$ cat config.mk
export PLATFORM = sky130hd
export DESIGN_NAME = pcra_fetch_address
export DESIGN_NICKNAME = d
export VERILOG_FILES = /design/src/rtl/pcra_fetch_address.sv
export SDC_FILE = /design/constraint.sdc
export NUM_CORES = 1
export LEC_CHECK = 0
export BUFFER_PORTS_ARGS = -buffer_cell sky130_fd_sc_hd__buf_2
export CORE_UTILIZATION = 36
export CTS_CLUSTER_SIZE = 25
export DETAILED_ROUTE_END_ITERATION = 8
export GPL_TIMING_DRIVEN = 0
export PLACE_DENSITY_LB_ADDON = 0.15
export SETUP_SLACK_MARGIN = 0.5
export SLEW_MARGIN = 20
export SYNTH_ARGS = -nofsm -noshare
export SYNTH_HDL_FRONTEND = slang
export SYNTH_SLANG_ARGS = --single-unit
export TNS_END_PERCENT = 30
$ cat constraint.sdc
create_clock -name ClockIn -period 5.1 [get_ports ClockIn]
set_clock_uncertainty 0.1 [all_clocks]
set_input_delay 0.51 -clock ClockIn [delete_from_list [all_inputs] [get_ports ClockIn]]
set_output_delay 0.51 -clock ClockIn [all_outputs]
set_load 0.01 [all_outputs]
$ cat src/rtl/pcra_fetch_address.sv
// Address side of the fetch stage: PCRA0/PCRA1 program-counter/return-address pair,
// flip flag selecting the live PC, and single-bus arbitration between fetch and data access.
module pcra_fetch_address #(
    parameter int ADDR_W = 16
) (
    input  logic              ClockIn,
    input  logic              Reset_n,
    input  logic              Pipe0Out_0_IncPCRA0,
    input  logic              Pipe0Out_1_IncPCRA1,
    input  logic              LoadPCRA0,
    input  logic              LoadPCRA1,
    input  logic [ADDR_W-1:0] LoadData,
    input  logic              FlipToggle,
    input  logic              DataReq,
    input  logic [ADDR_W-1:0] DataAddr,
    output logic              DataAck,
    output logic              BusRequest,
    output logic              FetchSurpress,
    output logic              Flags_5_PCRA_Flip,
    output logic [ADDR_W-1:0] MEMADDR,
    output logic [ADDR_W-1:0] PCRA0,
    output logic [ADDR_W-1:0] PCRA1
);

    typedef enum logic [1:0] {
        FETCH = 2'd0,
        DATA  = 2'd1,
        FLUSH = 2'd2
    } busState_t;

    busState_t         state;
    busState_t         stateNext;
    logic [ADDR_W-1:0] pcra0Q;
    logic [ADDR_W-1:0] pcra1Q;
    logic [ADDR_W-1:0] dataAddrQ;
    logic [ADDR_W-1:0] pcra0Next;
    logic [ADDR_W-1:0] pcra1Next;
    logic [ADDR_W-1:0] dataAddrNext;
    logic              flipQ;
    logic              flipNext;
    logic              liveLoad;
    logic              busBusy;
    logic              inc0Ok;
    logic              inc1Ok;

    // Modulo-2^ADDR_W increment: all-ones wraps to zero.
    function automatic logic [ADDR_W-1:0] incAddr(input logic [ADDR_W-1:0] a);
        return a + {{(ADDR_W-1){1'b0}}, 1'b1};
    endfunction

    always_comb begin
        stateNext    = state;
        dataAddrNext = dataAddrQ;
        flipNext     = flipQ ^ FlipToggle;

        // Live-PC decisions use the flag as it stands before this edge's toggle.
        liveLoad = flipQ ? LoadPCRA1 : LoadPCRA0;
        busBusy  = (state != FETCH);
        inc0Ok   = Pipe0Out_0_IncPCRA0 && !(busBusy && !flipQ);
        inc1Ok   = Pipe0Out_1_IncPCRA1 && !(busBusy && flipQ);

        if (LoadPCRA0)
            pcra0Next = LoadData;
        else if (inc0Ok)
            pcra0Next = incAddr(pcra0Q);
        else
            pcra0Next = pcra0Q;

        if (LoadPCRA1)
            pcra1Next = LoadData;
        else if (inc1Ok)
            pcra1Next = incAddr(pcra1Q);
        else
            pcra1Next = pcra1Q;

        unique case (state)
            FETCH: begin
                if (liveLoad) begin
                    stateNext = FLUSH;
                end else if (DataReq) begin
                    stateNext    = DATA;
                    dataAddrNext = DataAddr;
                end
            end
            DATA:  stateNext = FETCH;
            FLUSH: stateNext = liveLoad ? FLUSH : FETCH;
            default: stateNext = FETCH;
        endcase
    end

    always_ff @(posedge ClockIn or negedge Reset_n) begin
        if (!Reset_n) begin
            state     <= FETCH;
            pcra0Q    <= '0;
            pcra1Q    <= '0;
            dataAddrQ <= '0;
            flipQ     <= 1'b0;
        end else begin
            state     <= stateNext;
            pcra0Q    <= pcra0Next;
            pcra1Q    <= pcra1Next;
            dataAddrQ <= dataAddrNext;
            flipQ     <= flipNext;
        end
    end

    // Outputs decode registered state only; reset forces every term to zero.
    assign BusRequest        = (state == DATA);
    assign DataAck           = (state == DATA);
    assign FetchSurpress     = (state == FLUSH);
    assign Flags_5_PCRA_Flip = flipQ;
    assign PCRA0             = pcra0Q;
    assign PCRA1             = pcra1Q;
    assign MEMADDR           = (state == DATA) ? dataAddrQ : (flipQ ? pcra1Q : pcra0Q);

endmodule

==> metrics.txt <==
final hold vios=0; flop-to-flop setup slack=2.99 ns; chip width=92.0 µm; count of final max-slew check failures=0; CTS tree=yes; Syn Area/Cell=9.40 µm²; largest net degree at the start of global routing=52; kind of critical path=flip-flop to output pin; Layout fillers=785; worst path required time=4.49 ns; Slew HR=55.3%; Max Clock Freq=0.348 GHz; Syn Inst Count=310; Chip Height=92.0 µm; class of the worst hold path=primary input to async pin; initial core utilization=37.5%; multi-input combinational cell area=0.00156 mm²; initial antenna violation count=0; first-pass GRT wire length=13.2 mm; routed vias/inst=5.15; dpl hpwl=6.43 mm; final WL=8.27 mm; final setup TNS=0 ns; #FFs+latches synth=51; fin nets=449; Worst Setup Start Kind=flip-flop; Worst Tran Pin Value=0.670 ns; crit share post-route=56.3%; share of layout cells above drive strength 1=30.5%; total number of vias=2622; vias in the first global route=2538; post_cts resized=0; GR Overflow Total=0; ANT cells=0; Core Area=0.00777 mm²; PortBufs=90; Worst VDD drop=0.139 mV; drt pass-1 iters=4; Netlist Area Pre-Place=0.00291 mm²; endpoints failing setup=0; Warnings, synthesis=0; minimum clock period=2.87 ns; register area share after synthesis=43.8%; Root Buffer=clkbuf_8; H-tree levels=2; row count=32; static leakage=1.56 nW; setup bufs post-CTS=0; crit end category=output pin; clock slew at reported path FFs=0.09 ns; hold slack=0.123 ns; area grow syn2layout=23.6%; post-detailed-route count of antenna-violating nets=0; register area=0.00128 mm²; CTS buffer count=5; Sink Count=51; CP Max Fanout=10; Mapped Nets=352; status=complete, no violations; worst-skew pair later-pin latency=0.31 ns; drt wl/cell=16.3 µm; die area=0.00846 mm²; setup repair after global routing missed its margin=false; library cells used by synthesis=40; residual DRC count=0; Initial DRC Count=154; CP Data Arrival Time=2.26 ns; CTS Hold Buffers Added=0; P per Cell Area=400 mW/mm²; CTS max path bufs=2; gpl congestion=0.859; Total Routing Usage GR=20.2%; IO Pins=92; max_cap viols=0
==> final cells by class <==
cell class | count | share of cell area (%)
inverter | 4 | 0.417
buffer | 16 | 1.88
sequential | 51 | 35.4
timing repair buffer | 90 | 12.6
clock inverter | 2 | 1.04
tap | 102 | 3.54
clock buffer | 5 | 1.91
multi-input combinational | 239 | 43.2
==> stage by stage <==
step / std cells / setup WS (ns) / power [mW] / cell area, µm² / util (%)
after floorplan: 310 / 2.94 / 0.953 / 2910 / -
after global placement: 502 / 2.56 / 1.16 / 3490 / 45.0
after detailed placement: 502 / 2.56 / 1.17 / 3490 / 45.0
after CTS: 509 / 2.21 / 1.46 / 3600 / 46.4
after global routing: 509 / 2.08 / 1.54 / 3600 / 46.4
final: 509 / 2.23 / 1.44 / 3600 / 46.4
==> cells in the final DEF (no fill, tap or decap), drive strengths merged, types with 5 or more instances in the layout <==
cell	Yosys	routed
mux2	16	16
mux2i	21	21
xnor2	17	17
nand2	52	52
nand3	14	14
nor2b	7	7
dfrtp	51	51
nand4	5	5
o21ai	42	42
nor2	9	9
clkbuf	11	16
buf	5	95
nor4	9	9
==> flip-flops by register name (all words and copies together) (netlist names) <==
register and cells:
dataAddrQ 16, state 2, PCRA1 16, Flags_5_PCRA_Flip 1
PCRA0 16
==> path summary, 6_finish.rpt <==
kind / start / end / cells after the start
min reg2reg: dataAddrQ[13]$_DFFE_PN0P_ / dataAddrQ[13]$_DFFE_PN0P_ / 1
max: Flags_5_PCRA_Flip$_DFF_PN0_ / MEMADDR[9] / 5
max in group asynchronous: Reset_n / PCRA1[15]$_DFFE_PN0P_ / 1
min: Reset_n / PCRA0[15]$_DFFE_PN0P_ / 1
min in group ClockIn: FlipToggle / Flags_5_PCRA_Flip$_DFF_PN0_ / 2
max reg2reg: Flags_5_PCRA_Flip$_DFF_PN0_ / dataAddrQ[15]$_DFFE_PN0P_ / 4
==> cell families after synthesis <==
family | share of synthesized area (%)
AND/OR/NAND/NOR | 21.3
adder cells (fa/ha/maj) | 0.859
AO/OA/AOI/OAI | 11.5
flip-flops | 43.8
multiplexers | 13.4
buffers and inverters | 2.83
XOR/XNOR | 6.31
==> synth_stat cells <==
| cell | count | share of area [%] |
|---|---|---|
| a21boi_0 | 1 | 0.26 |
| a22oi_1 | 4 | 1.0 |
| a31oi_1 | 3 | 0.64 |
| buf_1 | 1 | 0.13 |
| buf_2 | 3 | 0.52 |
| buf_4 | 1 | 0.26 |
| clkbuf_1 | 11 | 1.4 |
| dfrtp_1 | 51 | 44 |
| ha_1 | 2 | 0.86 |
| inv_1 | 4 | 0.52 |
| mux2_2 | 16 | 6.2 |
| mux2i_1 | 21 | 7.2 |
| nand2_1 | 52 | 6.7 |
| nand2b_1 | 1 | 0.21 |
| nand3_1 | 13 | 2.2 |
| nand3_2 | 1 | 0.34 |
| nand3b_1 | 2 | 0.52 |
| nand4_1 | 5 | 1.1 |
| nor2_1 | 9 | 1.2 |
| nor2b_1 | 7 | 1.5 |
| nor3_1 | 3 | 0.52 |
| nor3_2 | 1 | 0.34 |
| nor3b_1 | 2 | 0.52 |
| nor4_1 | 9 | 1.9 |
| nor4b_1 | 4 | 1.2 |
| nor4bb_1 | 1 | 0.34 |
| o211ai_1 | 1 | 0.26 |
| o21a_1 | 1 | 0.26 |
| o21ai_0 | 42 | 7.2 |
| o21ba_2 | 1 | 0.34 |
| o31a_1 | 2 | 0.60 |
| o31ai_1 | 1 | 0.26 |
| o41ai_1 | 2 | 0.60 |
| or2_2 | 3 | 0.64 |
| or3_1 | 3 | 0.64 |
| or3_4 | 1 | 0.39 |
| or3b_1 | 1 | 0.30 |
| or4_1 | 3 | 0.77 |
| xnor2_1 | 17 | 5.1 |
| xor2_1 | 4 | 1.2 |
==> routing by layer <==
layer	vias up	part of all wire [%]	global-route usage, %
li1	1297	-	-
met3	4	5.3	2.82
met5	-	0	0
met2	68	47	32.5
met1	1253	47	28.4
met4	0	0.69	5.73
==> worst max-delay path, cell delays in order (launching register included) <==
cell,delay (ns)
dfrtp_1,0.45
buf_1,0.53
buf_2,0.42
mux2i_1,0.30
o21ai_0,0.10
buf_2,0.15
==> power by group <==
group          total [mW]  internal [mW]  switching (mW)
Combinational       0.560          0.259           0.302
Sequential          0.602          0.507          0.0948
Clock               0.278          0.144           0.135
(Power assumes the default switching activity.)
